[src/rtl/operand_stage.sv]
// Operand fetch stage: 32 x XLEN register file with writeback forwarding and a
// single valid/ready output register carrying the ALU operand bundle.
module operand_stage #(
    parameter int XLEN   = 32,
    parameter int BYPASS = 1
) (
    input  logic            clk,
    input  logic            rst,
    input  logic            in_valid,
    output logic            in_ready,
    input  logic [4:0]      rs1_addr,
    input  logic [4:0]      rs2_addr,
    input  logic [4:0]      rd_in,
    input  logic [1:0]      op_in,
    input  logic            wb_en,
    input  logic [4:0]      wb_addr,
    input  logic [XLEN-1:0] wb_data,
    output logic            out_valid,
    input  logic            out_ready,
    output logic [XLEN-1:0] A,
    output logic [XLEN-1:0] B,
    output logic [1:0]      op,
    output logic [4:0]      rd_out
);

    localparam int NREGS = 32;

    logic [XLEN-1:0] rf_reg [NREGS];
    logic            out_valid_reg;
    logic [1:0]      op_reg;
    logic [4:0]      rd_reg;
    logic [4:0]      src_addr     [2];
    logic [4:0]      held_idx_reg [2];
    logic [XLEN-1:0] opnd_reg     [2];
    logic            accept;
    logic            wb_live;

    assign in_ready = !out_valid_reg || out_ready;
    assign accept   = in_valid && in_ready;
    assign wb_live  = wb_en && (wb_addr != 5'd0);

    assign src_addr[0] = rs1_addr;
    assign src_addr[1] = rs2_addr;

    // Entry 0 never sees a write enable, so it stays at its reset value of zero.
    genvar gi;
    generate
        for (gi = 0; gi < NREGS; gi++) begin : g_rf
            logic wr_hit;
            assign wr_hit = (gi != 0) && wb_live && (wb_addr == 5'(gi));

            always_ff @(posedge clk or posedge rst) begin
                if (rst) begin
                    rf_reg[gi] <= '0;
                end else if (wr_hit) begin
                    rf_reg[gi] <= wb_data;
                end
            end
        end
    endgenerate

    // Operand lane 0 feeds A from rs1, lane 1 feeds B from rs2; each forwards on its own.
    generate
        for (gi = 0; gi < 2; gi++) begin : g_opnd
            logic [XLEN-1:0] rf_rd;
            logic [XLEN-1:0] capture_val;
            logic            fwd_hit;
            logic            refresh_hit;

            assign rf_rd       = rf_reg[src_addr[gi]];
            assign fwd_hit     = (BYPASS != 0) && wb_live && (wb_addr == src_addr[gi]);
            assign refresh_hit = (BYPASS != 0) && wb_live && (wb_addr == held_idx_reg[gi]);
            assign capture_val = fwd_hit ? wb_data : rf_rd;

            // While stalled, a writeback to the held source keeps the operand current.
            always_ff @(posedge clk or posedge rst) begin
                if (rst) begin
                    opnd_reg[gi]     <= '0;
                    held_idx_reg[gi] <= '0;
                end else if (accept) begin
                    opnd_reg[gi]     <= capture_val;
                    held_idx_reg[gi] <= src_addr[gi];
                end else if (out_valid_reg && refresh_hit) begin
                    opnd_reg[gi]     <= wb_data;
                end
            end
        end
    endgenerate

    always_ff @(posedge clk or posedge rst) begin
        if (rst) begin
            out_valid_reg <= 1'b0;
            op_reg        <= 2'b00;
            rd_reg        <= 5'd0;
        end else if (accept) begin
            out_valid_reg <= 1'b1;
            op_reg        <= op_in;
            rd_reg        <= rd_in;
        end else if (out_valid_reg && out_ready) begin
            out_valid_reg <= 1'b0;
        end
    end

    assign out_valid = out_valid_reg;
    assign A         = opnd_reg[0];
    assign B         = opnd_reg[1];
    assign op        = op_reg;
    assign rd_out    = rd_reg;

endmodule

[config.mk]
export PLATFORM = sky130hd
export DESIGN_NAME = operand_stage
export DESIGN_NICKNAME = d
export VERILOG_FILES = /design/src/rtl/operand_stage.sv
export SDC_FILE = /design/constraint.sdc
export NUM_CORES = 2
export LEC_CHECK = 0
export CAP_MARGIN = 20
export CORE_MARGIN = 2
export CORE_UTILIZATION = 35
export CTS_BUF_LIST = sky130_fd_sc_hd__clkbuf_8
export DETAILED_ROUTE_END_ITERATION = 10
export DONT_BUFFER_PORTS = 1
export HOLD_SLACK_MARGIN = 0.1
export PLACE_DENSITY = 0.52
export SYNTH_ARGS = -nofsm -noshare
export SYNTH_HDL_FRONTEND = slang
export SYNTH_SLANG_ARGS = --single-unit
export TNS_END_PERCENT = 5
[constraint.sdc]
create_clock -name clk -period 98.6 [get_ports clk]
set_clock_uncertainty 0.2 [all_clocks]
set_input_delay 24.65 -clock clk [delete_from_list [all_inputs] [get_ports clk]]
set_output_delay 24.65 -clock clk [all_outputs]
set_load 0.01 [all_outputs]
* Yosys cells after proc, flatten, opt, wreduce, memory -nomap -nowiden *
Index checks and enable logic that the tools add are counted.
W data, S select, Z words.

storage, ports and cells
  register bits after elaboration = 1074
  bits of input ports = 59
  output and inout port bits = 73

operators by class
  magnitude comparators = 2
  eq/ne operators = 35
  muxes and demuxes = 14
  bitwise gates (word level) = 2
  reduce and logical (&&, ||, !) cells = 46

operator list
  kind                  number
  $bmux W32 S5          2
  $mux W32              10
  $eq A5 B5 Y1 const B  16
  $eq A5 B4 Y1 const B  8
  $logic_and A1 B1 Y1   40
  $eq A5 B3 Y1 const B  4
  $eq A5 B5 Y1          4
  $ge A6 B6 Y1 const B  2
  $not A5 Y6            2
  $eq A5 B2 Y1 const B  2
  $reduce_bool A2 Y1    3
  $eq A5 B1 Y1 const B  1
  $reduce_bool A5 Y1    1
  $mux W1               2
  $logic_not A1 Y1      1
  $logic_or A1 B1 Y1    1

* Depth between registers and ports, before layout *
  word-level depth = 6
  gate-level depth with buffers = 10

* Worst setup path before layout *
Ideal clock, no wire load.

  path kind = in2out
  start point = input out_ready
  end point = output in_ready
  arrival time = 24.841 ns
  data required time = 73.750 ns
  slack = 48.909 ns
  stages on the path = 1
  path buffers = 0
  path through = nand2b_1

between the ends
  cells in the longest elaborated chain, start to end = 1

RTL lines
  item                line  text
  start, declared     19    input logic out_ready,
  $logic_or A1 B1 Y1  38    assign in_ready = !out_valid_reg || out_ready;
  end, declared       10    output logic in_ready,

No other way between the ends.

* Worst setup path in the final report *
Same ends and word-level chain as after synthesis.

==> report_table.html <==
<table>
<tr><th>Metric</th><th>Value</th></tr>
<tr><th colspan="2">Clock tree</th></tr>
<tr><td>Number of buffers inserted by hold repair at cts</td><td>0</td></tr>
<tr><td>CTS H-tree lvls</td><td>4</td></tr>
<tr><td>Root Buffer Master</td><td>sky130_fd_sc_hd__clkbuf_8</td></tr>
<tr><td>Clock Sink Count</td><td>between 1k and 1.5k</td></tr>
<tr><td>Buffer depth of the longest clock path</td><td>3</td></tr>
<tr><td>CTS tree</td><td>yes</td></tr>
<tr><td>CTS buffer count</td><td>186</td></tr>
<tr><td>Clock latency on the worst-skew pair</td><td>960 ps</td></tr>
<tr><td>Buffers inserted by post-CTS timing repair</td><td>0</td></tr>
<tr><td>Clk pin slew, worst setup/hold paths</td><td>60 ps</td></tr>
<tr><td>PostCTS Resize Cnt</td><td>0</td></tr>
<tr><th colspan="2">Yosys</th></tr>
<tr><td>Avg Inst Size Synth</td><td>approximately 13 sq um</td></tr>
<tr><td>Share of the yosys chip area belonging to registers</td><td>a little under half</td></tr>
<tr><td>Flip-flop and latch count after synthesis</td><td>~1.1k</td></tr>
<tr><td>Prevailing post-synth register cell</td><td>sky130_fd_sc_hd__dfrtp_1</td></tr>
<tr><td>Cell types with the largest area share after synthesis</td><td>sky130_fd_sc_hd__dfrtp_1, sky130_fd_sc_hd__mux4_2, sky130_fd_sc_hd__mux2_2</td></tr>
<tr><td>Netlist area before placement</td><td>56270 sq um</td></tr>
<tr><td>Fraction of registers with async set or reset after synthesis</td><td>100.0%</td></tr>
<tr><td>Yosys warns</td><td>0</td></tr>
<tr><td>Top post-synthesis cells by count</td><td>sky130_fd_sc_hd__dfrtp_1, sky130_fd_sc_hd__mux2_2, sky130_fd_sc_hd__nand2_1</td></tr>
<tr><td>Portion of synthesized cell area occupied by the leading cell type</td><td>47.76%</td></tr>
<tr><td>Library cell with the largest summed area after synthesis</td><td>sky130_fd_sc_hd__dfrtp_1</td></tr>
<tr><td>Number of flops mapped to enable cells by yosys</td><td>0</td></tr>
<tr><td>Cell with the most instances after synthesis</td><td>sky130_fd_sc_hd__dfrtp_1</td></tr>
<tr><td>Net count after synthesis</td><td>4369</td></tr>
<tr><td>Number of library cell types mapped by synthesis</td><td>60</td></tr>
<tr><td>Cells after synthesis</td><td>approximately 4.3k</td></tr>
<tr><th colspan="2">Global route</th></tr>
<tr><td>Maximum number of pins on one net before global-route repair</td><td>around 250</td></tr>
<tr><td>Via count of the first global-routing pass</td><td>39.83k</td></tr>
<tr><td>Initial antenna violation count</td><td>4</td></tr>
<tr><td>Overall Global Routing Usage</td><td>approximately 25%</td></tr>
<tr><td>First-pass GRT wire length</td><td>a little under 300000 um</td></tr>
<tr><td>GRT overflow</td><td>0</td></tr>
<tr><th colspan="2">Power</th></tr>
<tr><td>Max IR drop VDD</td><td>between 0.000015 and 0.00002 V</td></tr>
<tr><td>Internal power consumption</td><td>roughly 0.87 mW</td></tr>
<tr><td>Sequential share of power</td><td>~49%</td></tr>
<tr><td>Pwr Total</td><td>about 1.2 mW</td></tr>
<tr><td>Leakage power of the design</td><td>26.33 nW</td></tr>
<tr><td>Combinational cell fraction of total power</td><td>between 10% and 20%</td></tr>
<tr><td>Clk pwr share</td><td>~33%</td></tr>
<tr><td>P per Cell Area</td><td>19.88 nW/um^2</td></tr>
<tr><td>Switching power summed over all nets</td><td>between 0.3 and 0.4 mW</td></tr>
<tr><td>Fraction of power spent switching nets</td><td>28.92%</td></tr>
<tr><th colspan="2">Die</th></tr>
<tr><td>Area of the core</td><td>approximately 160000 sq um</td></tr>
<tr><td>Initial standard-cell utilization of the core</td><td>35.13%</td></tr>
<tr><td>Die Ht</td><td>~400 um</td></tr>
<tr><td>Die X</td><td>405.0 um</td></tr>
<tr><td>Floorplan die area</td><td>approximately 160000 sq um</td></tr>
<tr><td>I/O pin count</td><td>around 130</td></tr>
<tr><td>Standard-cell row count</td><td>147</td></tr>
<tr><th colspan="2">STA</th></tr>
<tr><td>Achievable Freq</td><td>0.02012 GHz</td></tr>
<tr><td>Final slew viol count</td><td>0</td></tr>
<tr><td>Final setup violation count</td><td>0</td></tr>
<tr><td>Minimum period implied by the final worst setup slack</td><td>49710 ps</td></tr>
<tr><td>Final period utilization</td><td>about 50%</td></tr>
<tr><td>Max-slew headroom</td><td>about an eighth</td></tr>
<tr><td>Final TNS setup</td><td>0 ps</td></tr>
<tr><td>RSZ-0062 raised after global routing</td><td>no</td></tr>
<tr><td>Endpoints failing hold</td><td>0</td></tr>
<tr><td>Tightest Pin Transition</td><td>roughly 1300 ps</td></tr>
<tr><th colspan="2">Routing</th></tr>
<tr><td>Via density per instance</td><td>~6</td></tr>
<tr><td>DRC violation total after the first TritonRoute iteration</td><td>about 3.3k</td></tr>
<tr><td>Routed len/inst</td><td>roughly 31 um</td></tr>
<tr><td>Final Routed Wirelength</td><td>201400 um</td></tr>
<tr><td>Routed vias</td><td>a little under 40k</td></tr>
<tr><td>Remaining routing DRC violations</td><td>0</td></tr>
<tr><td>ANT nets after route</td><td>0</td></tr>
<tr><td>Number of detailed-routing iterations run before antenna repair</td><td>8</td></tr>
<tr><th colspan="2">Worst setup path</th></tr>
<tr><td>Critical path class</td><td>in -&gt; out</td></tr>
<tr><td>Capture instance of the worst register-to-register path</td><td>A[18]</td></tr>
<tr><td>Peak fanout along the critical path</td><td>4</td></tr>
<tr><td>Top cell family by delay on the critical path</td><td>simple AND/OR/NAND/NOR gates</td></tr>
<tr><td>CP Data Arrival Time</td><td>24860 ps</td></tr>
<tr><td>R2R Path Start</td><td>out_valid</td></tr>
<tr><td>Worst path buffer plus inverter count</td><td>0</td></tr>
<tr><td>Timing endpoint of the critical path</td><td>in_ready</td></tr>
<tr><td>Path length in cells of the critical path</td><td>1</td></tr>
<tr><td>Required time of the critical path</td><td>73750 ps</td></tr>
<tr><td>Slowest stage delay, CP</td><td>~200 ps</td></tr>
<tr><td>Worst path cell trace</td><td>nand2b_1</td></tr>
<tr><td>Slack of the worst reg-to-reg path</td><td>approximately 94000 ps</td></tr>
<tr><td>Critical path startpoint category</td><td>primary input</td></tr>
<tr><td>Cells on worst reg2reg path</td><td>7</td></tr>
<tr><td>Launching element of the worst setup path</td><td>out_ready</td></tr>
<tr><td>Worst-path cell with the longest stage delay</td><td>sky130_fd_sc_hd__nand2b_1</td></tr>
<tr><td>Sort of element at the end of the critical path</td><td>output pin</td></tr>
<tr><th colspan="2">Worst hold path</th></tr>
<tr><td>Classification of the worst-slack hold path</td><td>reg -&gt; reg</td></tr>
<tr><th colspan="2">Run status</th></tr>
<tr><td>Outcome</td><td>completed</td></tr>
<tr><th colspan="2">Layout</th></tr>
<tr><td>Layout net count</td><td>4194</td></tr>
<tr><td>Share of final-layout standard cells stronger than drive strength 1</td><td>36.11%</td></tr>
<tr><td>Flip-flop count of the largest register after layout</td><td>~990</td></tr>
<tr><td>P&amp;R area growth vs syn</td><td>9.297%</td></tr>
<tr><td>Filler Cell Count</td><td>around 15k</td></tr>
<tr><th colspan="2">Job</th></tr>
<tr><td>Maxcap violations</td><td>0</td></tr>
<tr><th colspan="2">Place</th></tr>
<tr><td>Post-DP HPWL</td><td>around 110000 um</td></tr>
<tr><td>RD Place Congestion</td><td>slightly above 0.8</td></tr>
<tr><td># port buffers</td><td>0</td></tr>
</table>
-- layout by cell type, fill, tap and decap left out, types with 6 or more instances in the layout --
cell type | Yosys | layout
sky130_fd_sc_hd__xnor2_1 | 11 | 11
sky130_fd_sc_hd__clkbuf_8 | 0 | 223
sky130_fd_sc_hd__a211oi_1 | 23 | 22
sky130_fd_sc_hd__nor2b_4 | 0 | 6
sky130_fd_sc_hd__o211ai_1 | 7 | 7
sky130_fd_sc_hd__a22oi_1 | 94 | 94
sky130_fd_sc_hd__nand2b_1 | 9 | 9
sky130_fd_sc_hd__a221oi_1 | 52 | 52
sky130_fd_sc_hd__o21ai_0 | 341 | 341
sky130_fd_sc_hd__nor2_1 | 42 | 30
sky130_fd_sc_hd__o221a_2 | 18 | 18
sky130_fd_sc_hd__nand2_1 | 420 | 413
sky130_fd_sc_hd__mux2i_1 | 175 | 175
sky130_fd_sc_hd__nor2_4 | 0 | 10
sky130_fd_sc_hd__clkinv_2 | 0 | 8
sky130_fd_sc_hd__mux2_2 | 760 | 760
sky130_fd_sc_hd__xor2_1 | 9 | 9
sky130_fd_sc_hd__a21oi_1 | 17 | 16
sky130_fd_sc_hd__a22o_1 | 34 | 34
sky130_fd_sc_hd__nor3_1 | 20 | 16
sky130_fd_sc_hd__a311oi_1 | 13 | 13
sky130_fd_sc_hd__o2111ai_1 | 23 | 23
sky130_fd_sc_hd__inv_1 | 27 | 107
sky130_fd_sc_hd__buf_4 | 39 | 77
sky130_fd_sc_hd__nand4_1 | 17 | 17
sky130_fd_sc_hd__mux4_2 | 381 | 381
sky130_fd_sc_hd__and3_1 | 21 | 20
sky130_fd_sc_hd__mux2_1 | 45 | 45
sky130_fd_sc_hd__dfrtp_1 | 1074 | 1074
sky130_fd_sc_hd__a31oi_1 | 25 | 25
sky130_fd_sc_hd__nand2_2 | 0 | 6
sky130_fd_sc_hd__nand3_1 | 49 | 48
sky130_fd_sc_hd__a211o_1 | 17 | 17
sky130_fd_sc_hd__or3_1 | 25 | 22
sky130_fd_sc_hd__o22ai_1 | 57 | 57
-- layout make-up --
cell class	instances	area, sq um	area share (%)
diodes	2	5.005	0.008138
clock buffers	223	3069	4.990
repair buffers	84	724.4	1.178
inverters	29	116.4	0.1892
clock inverters	103	516.7	0.8402
well taps	2160	2703	4.394
multi-input cells	2760	27490	44.70
flip-flops and latches	1074	26880	43.70
-- through the flow --
stage                     utilization (%)  instances  setup WS (ps)  hold slack (ps)  instance area [sq um]
after global placement              36.08       6101          48890            275.1                  57800
after CTS                           38.34       6430          48890            298.6                  61420
after floorplan                         -       4310          43520            260.4                  56270
after detailed placement            36.10       6104          48890            285.0                  57840
after global routing                38.39       6435          48880            322.3                  61500
final                               38.39       6435          48890            296.7                  61500
-- worst min-delay path by stage --
stage,startpoint,cells past startpoint,slack (ps),endpoint
floorplan,rf_reg[898],2,260,rf_reg[898]
detailed placement,rf_reg[468],2,290,rf_reg[468]
finish,rf_reg[468],2,300,rf_reg[468]
global placement,rf_reg[924],2,280,rf_reg[924]
CTS,rf_reg[468],2,300,rf_reg[468]
global route,rf_reg[859],2,320,rf_reg[859]
-- power groups by stage --
stage / Sequential, mW / Clock (mW) / Combinational, mW
finish: 0.596 / 0.404 / 0.222
global route: 0.607 / 0.433 / 0.242
CTS: 0.594 / 0.413 / 0.223
detailed placement: 0.601 / 0 / 0.222
global placement: 0.598 / 0 / 0.218
floorplan: 0.577 / 0 / 0.195
-- routing by layer --
| layer | track usage (%) | part of all wire (%) | vias up |
|---|---|---|---|
| met5 | 0 | 0 | - |
| met4 | 8.576 | 3.4 | 0 |
| met3 | 6.296 | 8.4 | 356 |
| met2 | 36.67 | 44 | 1495 |
| met1 | 34.75 | 44 | 20805 |
| li1 | - | - | 15953 |
-- cell families after synthesis --
kind of cell	after synthesis	synth area share (%)
AO/OA/AOI/OAI	744	8.670
multiplexers	1361	34.47
flip-flops	1074	47.76
buffers and inverters	476	3.860
AND/OR/NAND/NOR	635	4.925
XOR/XNOR	20	0.3113
Power figures use the tool's default switching activity.
